File: src/rtl/vga_pkg.sv
// Shared types and default 640x480@60 timing for the VGA raster path.
package vga_pkg;

  localparam int CNT_W     = 12;
  localparam int COLOR_W   = 8;
  localparam int MAX_TOTAL = (1 << CNT_W) - 1;

  localparam int DEF_H_ACTIVE = 640;
  localparam int DEF_H_FP     = 16;
  localparam int DEF_H_SYNC   = 96;
  localparam int DEF_H_BP     = 48;
  localparam int DEF_V_ACTIVE = 480;
  localparam int DEF_V_FP     = 10;
  localparam int DEF_V_SYNC   = 2;
  localparam int DEF_V_BP     = 33;

  typedef struct packed {
    logic [COLOR_W-1:0] r;
    logic [COLOR_W-1:0] g;
    logic [COLOR_W-1:0] b;
  } rgb_t;

  // The DAC must see black outside the visible window.
  function automatic rgb_t blank_rgb(input rgb_t c, input logic blank);
    return blank ? '0 : c;
  endfunction

endpackage

File: src/rtl/vga_timing_gen_if.sv
// Blanking/request interface between the timing master and the framebuffer source.
interface vga_timing_gen_if;
  import vga_pkg::*;

  logic               fb_hblank;
  logic               fb_vblank;
  logic               next_n;
  logic               frame_start;
  logic [CNT_W-1:0]   pix_x;
  logic [CNT_W-1:0]   pix_y;
  logic [COLOR_W-1:0] red;
  logic [COLOR_W-1:0] green;
  logic [COLOR_W-1:0] blue;

  modport master (
    output fb_hblank, fb_vblank, next_n, frame_start, pix_x, pix_y,
    input  red, green, blue
  );

  modport slave (
    input  fb_hblank, fb_vblank, next_n, frame_start, pix_x, pix_y,
    output red, green, blue
  );

endinterface

File: src/rtl/vga_axis_counter.sv
// One raster axis: free-running position counter with active/sync window decode.
module vga_axis_counter
  import vga_pkg::*;
#(
  parameter int ACTIVE = DEF_H_ACTIVE,
  parameter int FP     = DEF_H_FP,
  parameter int SYNC   = DEF_H_SYNC,
  parameter int BP     = DEF_H_BP
) (
  input  logic             clk,
  input  logic             reset,
  input  logic             en,
  output logic [CNT_W-1:0] cnt,
  output logic             wrap,
  output logic             active,
  output logic             sync
);

  localparam int TOTAL = ACTIVE + FP + SYNC + BP;

  localparam logic [CNT_W-1:0] C_LAST       = CNT_W'(TOTAL - 1);
  localparam logic [CNT_W-1:0] C_ACTIVE     = CNT_W'(ACTIVE);
  localparam logic [CNT_W-1:0] C_SYNC_START = CNT_W'(ACTIVE + FP);
  localparam logic [CNT_W-1:0] C_SYNC_END   = CNT_W'(ACTIVE + FP + SYNC);

  if (TOTAL > MAX_TOTAL) begin : g_total_check
    $error("vga_axis_counter: total %0d does not fit in %0d bits", TOTAL, CNT_W);
  end

  logic [CNT_W-1:0] r_cnt;

  always_ff @(posedge clk) begin
    // NOTE: state registers use non-blocking assignments so every flop samples pre-edge values.
    if (reset) begin
      r_cnt <= '0;
    end else if (en) begin
      r_cnt <= (r_cnt == C_LAST) ? '0 : r_cnt + CNT_W'(1);
    end
  end

  assign cnt    = r_cnt;
  assign wrap   = en && (r_cnt == C_LAST);
  assign active = (r_cnt < C_ACTIVE);
  assign sync   = (r_cnt >= C_SYNC_START) && (r_cnt < C_SYNC_END);

endmodule

File: src/rtl/vga_timing_gen.sv
// VGA raster timing master: counters, registered blanking/request decode, and
// sync/colour realignment for the DAC pins.
module vga_timing_gen
  import vga_pkg::*;
#(
  parameter int H_ACTIVE = DEF_H_ACTIVE,
  parameter int H_FP     = DEF_H_FP,
  parameter int H_SYNC   = DEF_H_SYNC,
  parameter int H_BP     = DEF_H_BP,
  parameter int V_ACTIVE = DEF_V_ACTIVE,
  parameter int V_FP     = DEF_V_FP,
  parameter int V_SYNC   = DEF_V_SYNC,
  parameter int V_BP     = DEF_V_BP,
  parameter bit HS_POL   = 1'b0,
  parameter bit VS_POL   = 1'b0
) (
  input  logic                vga_clk,
  input  logic                reset,
  vga_timing_gen_if.master    fb,
  output logic                vga_hs,
  output logic                vga_vs,
  output logic [COLOR_W-1:0]  vga_r,
  output logic [COLOR_W-1:0]  vga_g,
  output logic [COLOR_W-1:0]  vga_b
);

  logic [CNT_W-1:0] w_h_cnt;
  logic [CNT_W-1:0] w_v_cnt;
  logic             w_h_wrap;
  logic             w_v_wrap;
  logic             w_h_active;
  logic             w_v_active;
  logic             w_h_sync;
  logic             w_v_sync;

  vga_axis_counter #(
    .ACTIVE (H_ACTIVE),
    .FP     (H_FP),
    .SYNC   (H_SYNC),
    .BP     (H_BP)
  ) u_h_axis (
    .clk    (vga_clk),
    .reset  (reset),
    .en     (1'b1),
    .cnt    (w_h_cnt),
    .wrap   (w_h_wrap),
    .active (w_h_active),
    .sync   (w_h_sync)
  );

  vga_axis_counter #(
    .ACTIVE (V_ACTIVE),
    .FP     (V_FP),
    .SYNC   (V_SYNC),
    .BP     (V_BP)
  ) u_v_axis (
    .clk    (vga_clk),
    .reset  (reset),
    .en     (w_h_wrap),
    .cnt    (w_v_cnt),
    .wrap   (w_v_wrap),
    .active (w_v_active),
    .sync   (w_v_sync)
  );

  // High while the counters sit at (0,0): after reset or after a full-frame wrap.
  logic r_at_origin;

  always_ff @(posedge vga_clk) begin
    if (reset) begin
      r_at_origin <= 1'b1;
    end else begin
      r_at_origin <= w_h_wrap & w_v_wrap;
    end
  end

  // Stage 1: registered decode of the counter state.
  logic             r_fb_hblank;
  logic             r_fb_vblank;
  logic             r_next_n;
  logic             r_frame_start;
  logic [CNT_W-1:0] r_pix_x;
  logic [CNT_W-1:0] r_pix_y;
  logic             r_hsync_raw;
  logic             r_vsync_raw;

  always_ff @(posedge vga_clk) begin
    if (reset) begin
      r_fb_hblank   <= 1'b1;
      r_fb_vblank   <= 1'b1;
      r_next_n      <= 1'b1;
      r_frame_start <= 1'b0;
      r_pix_x       <= '0;
      r_pix_y       <= '0;
      r_hsync_raw   <= 1'b0;
      r_vsync_raw   <= 1'b0;
    end else begin
      r_fb_hblank   <= ~w_h_active;
      r_fb_vblank   <= ~w_v_active;
      r_next_n      <= ~(w_h_active & w_v_active);
      r_frame_start <= r_at_origin;
      r_pix_x       <= w_h_cnt;
      r_pix_y       <= w_v_cnt;
      r_hsync_raw   <= w_h_sync;
      r_vsync_raw   <= w_v_sync;
    end
  end

  assign fb.fb_hblank   = r_fb_hblank;
  assign fb.fb_vblank   = r_fb_vblank;
  assign fb.next_n      = r_next_n;
  assign fb.frame_start = r_frame_start;
  assign fb.pix_x       = r_pix_x;
  assign fb.pix_y       = r_pix_y;

  logic w_hs_level;
  logic w_vs_level;

  always_comb begin
    // NOTE: defaults first so every path assigns both outputs and no latch is inferred.
    w_hs_level = ~HS_POL;
    w_vs_level = ~VS_POL;
    if (r_hsync_raw) w_hs_level = HS_POL;
    if (r_vsync_raw) w_vs_level = VS_POL;
  end

  // Stage 2: the source registers colour one clock after the request, so the
  // request and syncs are delayed by one to line up with it.
  logic r_next_n_d;
  logic r_vga_hs;
  logic r_vga_vs;

  always_ff @(posedge vga_clk) begin
    if (reset) begin
      r_next_n_d <= 1'b1;
      r_vga_hs   <= ~HS_POL;
      r_vga_vs   <= ~VS_POL;
    end else begin
      r_next_n_d <= r_next_n;
      r_vga_hs   <= w_hs_level;
      r_vga_vs   <= w_vs_level;
    end
  end

  rgb_t w_fb_rgb;
  rgb_t w_dac_rgb;

  assign w_fb_rgb  = '{r: fb.red, g: fb.green, b: fb.blue};
  assign w_dac_rgb = blank_rgb(w_fb_rgb, r_next_n_d);

  assign vga_hs = r_vga_hs;
  assign vga_vs = r_vga_vs;
  assign vga_r  = w_dac_rgb.r;
  assign vga_g  = w_dac_rgb.g;
  assign vga_b  = w_dac_rgb.b;

endmodule
File: src/flat_wrapper.sv
// flat-port wrapper written by rule: the top's interface ports become plain ports
module vga_timing_gen_flat import vga_pkg::*;
#(
  parameter int H_ACTIVE = DEF_H_ACTIVE,
  parameter int H_FP     = DEF_H_FP,
  parameter int H_SYNC   = DEF_H_SYNC,
  parameter int H_BP     = DEF_H_BP,
  parameter int V_ACTIVE = DEF_V_ACTIVE,
  parameter int V_FP     = DEF_V_FP,
  parameter int V_SYNC   = DEF_V_SYNC,
  parameter int V_BP     = DEF_V_BP,
  parameter bit HS_POL   = 1'b0,
  parameter bit VS_POL   = 1'b0
)
  (vga_clk, reset, vga_hs, vga_vs, vga_r, vga_g, vga_b, fb_fb_hblank, fb_fb_vblank, fb_next_n, fb_frame_start, fb_pix_x, fb_pix_y, fb_red, fb_green, fb_blue);
  vga_timing_gen_if fb_i ();
  input  logic vga_clk;
  input  logic reset;
  output logic vga_hs;
  output logic vga_vs;
  output logic [COLOR_W-1:0] vga_r;
  output logic [COLOR_W-1:0] vga_g;
  output logic [COLOR_W-1:0] vga_b;
  output wire logic [$bits(fb_i.fb_hblank)-1:0] fb_fb_hblank;
  output wire logic [$bits(fb_i.fb_vblank)-1:0] fb_fb_vblank;
  output wire logic [$bits(fb_i.next_n)-1:0] fb_next_n;
  output wire logic [$bits(fb_i.frame_start)-1:0] fb_frame_start;
  output wire logic [$bits(fb_i.pix_x)-1:0] fb_pix_x;
  output wire logic [$bits(fb_i.pix_y)-1:0] fb_pix_y;
  input wire logic [$bits(fb_i.red)-1:0] fb_red;
  input wire logic [$bits(fb_i.green)-1:0] fb_green;
  input wire logic [$bits(fb_i.blue)-1:0] fb_blue;
  assign fb_fb_hblank = fb_i.fb_hblank;
  assign fb_fb_vblank = fb_i.fb_vblank;
  assign fb_next_n = fb_i.next_n;
  assign fb_frame_start = fb_i.frame_start;
  assign fb_pix_x = fb_i.pix_x;
  assign fb_pix_y = fb_i.pix_y;
  assign fb_i.red = fb_red;
  assign fb_i.green = fb_green;
  assign fb_i.blue = fb_blue;
  vga_timing_gen #(.H_ACTIVE(H_ACTIVE), .H_FP(H_FP), .H_SYNC(H_SYNC), .H_BP(H_BP), .V_ACTIVE(V_ACTIVE), .V_FP(V_FP), .V_SYNC(V_SYNC), .V_BP(V_BP), .HS_POL(HS_POL), .VS_POL(VS_POL)) u_core (.vga_clk(vga_clk), .reset(reset), .fb(fb_i), .vga_hs(vga_hs), .vga_vs(vga_vs), .vga_r(vga_r), .vga_g(vga_g), .vga_b(vga_b));
endmodule
File: config.mk
export PLATFORM = sky130hd
export DESIGN_NAME = vga_timing_gen_flat
export DESIGN_NICKNAME = d
export VERILOG_FILES = /design/src/rtl/vga_pkg.sv /design/src/rtl/vga_timing_gen_if.sv /design/src/rtl/vga_axis_counter.sv /design/src/rtl/vga_timing_gen.sv /design/src/flat_wrapper.sv
export SDC_FILE = /design/constraint.sdc
export NUM_CORES = 1
export LEC_CHECK = 0
export BUFFER_PORTS_ARGS = -buffer_cell sky130_fd_sc_hd__clkbuf_2
export CORE_MARGIN = 1
export CORE_UTILIZATION = 35
export CTS_CLUSTER_DIAMETER = 40
export DETAILED_ROUTE_END_ITERATION = 6
export PLACE_DENSITY_LB_ADDON = 0.1
export SLEW_MARGIN = 30
export SYNTH_ARGS = -nofsm -noshare
export SYNTH_HDL_FRONTEND = slang
export SYNTH_SLANG_ARGS = --single-unit
File: constraint.sdc
create_clock -name vga_clk -period 2.4 [get_ports vga_clk]
set_clock_uncertainty 0.05 [all_clocks]
set_input_delay 0.72 -clock vga_clk [delete_from_list [all_inputs] [get_ports vga_clk]]
set_output_delay 0.72 -clock vga_clk [all_outputs]
set_load 0.01 [all_outputs]
Word level (Yosys, flattened, before mapping)
Index checks and enable logic that the tools add are counted.

word-level totals
  flip-flop bits (word level) = 58
  word-level logic and storage cells = 37
  input bits = 26
  output and inout bits = 54

cells by class
  multiplexer cells = 4
  order comparisons = 6
  $add $sub $neg = 2
  equal/unequal tests = 2
  bitwise logic cells = 5
  reductions and logical operators = 4

operators by type and width
  kind                   count
  $add 12x1->12 const B  2
  $eq 12x10->1 const B   2
  $lt 12x10->1 const B   2
  $lt 12x9->1 const B    2
  $mux 24                1
  $ge 12x10->1 const B   1
  $ge 12x9->1 const B    1
  $mux 12                1
  $logic_and 1x1->1      3
  $not 1->1              3
  $and 1x1->1            2
  $mux 1                 2
  $reduce_or 2->1        1

Longest topological paths before layout
  word-level depth = 3
  gate-level depth with buffers = 7
  depth with buffers taken out = 6

Hierarchy
Synthesis repeated with hierarchy kept, for this count alone.

unflattened totals
  cells, all modules = 238
  area total of the unflattened synthesis = 2,311.0 um^2

by module, submodules not included
  module                               seq. area each (um^2)  cells each  instances  area each (um^2)
  vga_timing_gen                       680.7                  98          1          1,081.0
  vga_axis_counter at u_core.u_h_axis  240.2                  72          1          619.3
  vga_axis_counter at u_core.u_v_axis  240.2                  68          1          610.6

Worst setup path before layout
No wires, ideal clock.

  path type = input to register
  start point = input reset
  end point = register u_core.r_hsync_raw
  cell stages on the path = 4
  buffers on the path = 1
  required time = 2,272 ps
  slack = 692 ps
  arrival = 1,580 ps
  library setup time = 78 ps
  cell sequence = clkbuf_1 -> a2111oi_0 -> nand2_1 -> nor3_1

RTL lines
  element               line                   source
  start, declared       flat_wrapper.sv:18     input logic reset;
  end signal, assigned  vga_timing_gen.sv:104  r_hsync_raw <= w_h_sync;
  end, declared         vga_timing_gen.sv:84   logic r_hsync_raw;

Worst setup path after layout
  start point = register u_core.r_next_n_d
  end point = output vga_r[1]

on the way
  cells in the longest elaborated chain, start to end = 1

ends and longest elaborated chain
  element                 line                   source
  start, declared         vga_timing_gen.sv:129  logic r_next_n_d;
  start signal, assigned  vga_timing_gen.sv:139  r_next_n_d <= r_next_n;
  $mux 24                 vga_pkg.sv:25          return blank ? '0 : c;
  end, declared           flat_wrapper.sv:21     output logic [COLOR_W-1:0] vga_r;

Every way passes these cells.

==> qor.yml <==
clock-sinks: 58
pin_count: 80
status: "finished clean"
wire_per_inst_microns: 12.1
clkSlewWorstSetupHoldPaths_ns: 0.06
synthArstFlopShare_pct: 0
grt_pass1_vias: 1614
crit_type: "register to output pin"
tritoncts: "built"
cp.required_ns: 1.63
synth_area_sq_mm: 0.00228
fin_util_pct: 46.8
ctsHoldBuffers: 0
drt_pre_antenna_iters: 4
regToRegSetupSlack_ns: 0.51
critPathCaptureType: "output pin"
synth_ff_type: "dfxtp_1"
htreeDepth: 3
layout.cells.non_filler: 408
clkPwrFrac_pct: 45.5
yosysWarnings: 0
insertion_delay_ns: 0.33
max_stage_delay_ns: 0.78
syn_nets: 274
area_growth_pct: 29.4
cts_made_buffers: 9
slowest_stage: "dfxtp_1"
comb_power_share_pct: 5.0
preCtsSetupSlack_ns: 0.499
leakage_nw: 1.24
rsz0062_at_grt: "no"
maxCapViolCount: 0
totalWireLength_microns: 4940
min_path_type: "register to register"
antenna_found_initial: 0
start_util_pct: 36.1
timing.rr.start: "u_core.u_h_axis.cnt[0]$_SDFF_PP0_"
port-buffer-count: 79
synth_cells: 244
tightestPinTransition_ns: 0.706
swShare_pct: 22.0
arrival_ns: 1.42
setup_violations: 0
drive_gt1_share_pct: 31.4
placed_cells: 392
p_seq_share_pct: 49.5
synth.distinct_cells: 35
avgViaCountPerCell: 4.75
finalHoldViolations: 0
n_antenna_cell: 0
cts_resized: 0
fp.dieArea_sq_mm: 0.00685
crit_chain: "nor2b_1 -> clkbuf_2"
synth_seq_cells: 58
hpwl_microns: 3580
layout_min_cycle_time_ns: 2.19
layout_commonest_cell: "clkbuf_2"
powerDensity_mw_per_mm2: 675
critPathMaxFanout: 24
slew_headroom_pct: 52.9
dieHeight_microns: 82.8
fmax_mhz: 457
cts_max_path_buffers: 2
rows: 29
nNetsFinal: 356
ir_worst_vdd_mv: 0.306
start_kind: "register"
min_from: "u_core.r_hsync_raw$_SDFF_PP0_"
core_sq_mm: 0.00631
synth_area_per_cell_sq_um: 9.35
r2r_end: "u_core.u_v_axis.cnt[8]$_SDFFE_PP0P_"
cts_setup_buffers: 0
drc_errors: 0
dr.first_iter.drc_count: 84
synth_edf_count: 0
die_w_microns: 82.8
r2r_cells: 5
vias: 1938
ctsRootBufferMaster: "clkbuf_8"
min_period_over_period_pct: 91.2
hold_depth: 1
ant_nets: 0
grt.total_usage_pct: 15.0
min_to: "u_core.vga_hs$_SDFF_PP1_"
switchingPower_mw: 0.439
internal_power_mw: 1.55
ys_seq_area_share_pct: 50.9
finalMaxSlewViolations: 0
setup_ws_ns: 0.210
grt_overflow: 0
tns_ns: 0
grt_pass1_wl_microns: 7480
layout.cells.most_common_list: "clkbuf_2, dfxtp_1, nor2b_1, nor2_1, nand2_1"
grt_max_degree: 25
globalplace.congestion: 0.781
## stage by stage
stage / total power, mW / area [sq um] / hold slack [ns]
floorplan: 1.06 / 2280 / 0.306
global placement: 1.11 / 2750 / 0.309
detailed placement: 1.11 / 2750 / 0.312
CTS: 2.02 / 2950 / 0.327
global route: 2.09 / 2950 / 0.349
finish: 1.99 / 2950 / 0.323
## per-layer routing
metal	track usage [%]	routed length, microns	vias up
met1	18.3	2320	855
met4	7.24	68	0
met3	4.95	419	6
met2	23.6	2130	82
li1	-	-	995
met5	0	0	-
## worst max-delay path by stage
stage	slack (ns)	from	to
floorplan	0.69	reset	u_core.r_hsync_raw$_SDFF_PP0_
global placement	0.50	fb_red[7]	vga_r[7]
detailed placement	0.50	fb_red[1]	vga_r[1]
finish	0.21	u_core.r_next_n_d$_SDFF_PP1_	vga_r[1]
CTS	0.17	u_core.r_next_n_d$_SDFF_PP1_	vga_r[1]
global route	0.007	u_core.r_next_n_d$_SDFF_PP1_	vga_r[1]
## sequential cells by signal, summed over array words and instances, names as in the netlist, 12 cells and up
name and cells:
u_core.fb.pix_x 12, u_core.fb.pix_y 12, u_core.u_v_axis.cnt 12, u_core.u_h_axis.cnt 12
## power by group through the flow
| stage | combinational, mW | clock (mW) | sequential, mW |
|---|---|---|---|
| 6_report | 0.0995 | 0.907 | 0.987 |
| 2_1_floorplan | 0.0520 | 0 | 1.01 |
| 5_1_grt | 0.115 | 0.985 | 0.989 |
| 4_1_cts | 0.102 | 0.935 | 0.987 |
| 3_5_place_dp | 0.101 | 0 | 1.01 |
| 3_3_place_gp | 0.101 | 0 | 1.01 |
## cell families (layout without fill, tap and decap cells)
group,count (synthesis),count (layout),synth area share (%)
fa+ha+maj,4,4,2.19
buf+inv,18,105,3.18
simple gates,128,128,33.2
xor+xnor,9,9,3.45
compound gates,27,27,7.07
flops,58,58,50.9
## layout make-up
type                            count  area, sq um
Fill cell                         621         3360
Sequential cell                    58         1160
Multi-Input combinational cell    168         1050
Timing Repair Buffer               82          418
Clock buffer                       11          151
Tap cell                           77         96.3
Clock inverter                      5         52.6
Inverter                            7         26.3
## cell usage after synthesis (all sizes together), types with 4 or more instances
library cell,count,share of area [%]
dfxtp,58,51
nor2b,42,12
nor2,20,3.3
nand2,13,2.1
nand3,10,2.2
a21oi,9,2.0
o21ai,9,2.0
clkbuf,8,1.4
nand4,8,2.9
inv,7,1.2
xnor2,7,2.7
nand2b,5,1.4
nor3,5,1.1
or3,5,1.4
ha,4,2.2
## worst max-delay path, delay by kind of cell, from the launching register on
| family | cells | cell delay [ns] |
|---|---|---|
| flip-flops | 1 | 0.78 |
| buffers and inverters | 1 | 0.16 |
| AND/OR/NAND/NOR | 1 | 0.15 |
Power figures use the tool's default switching activity.
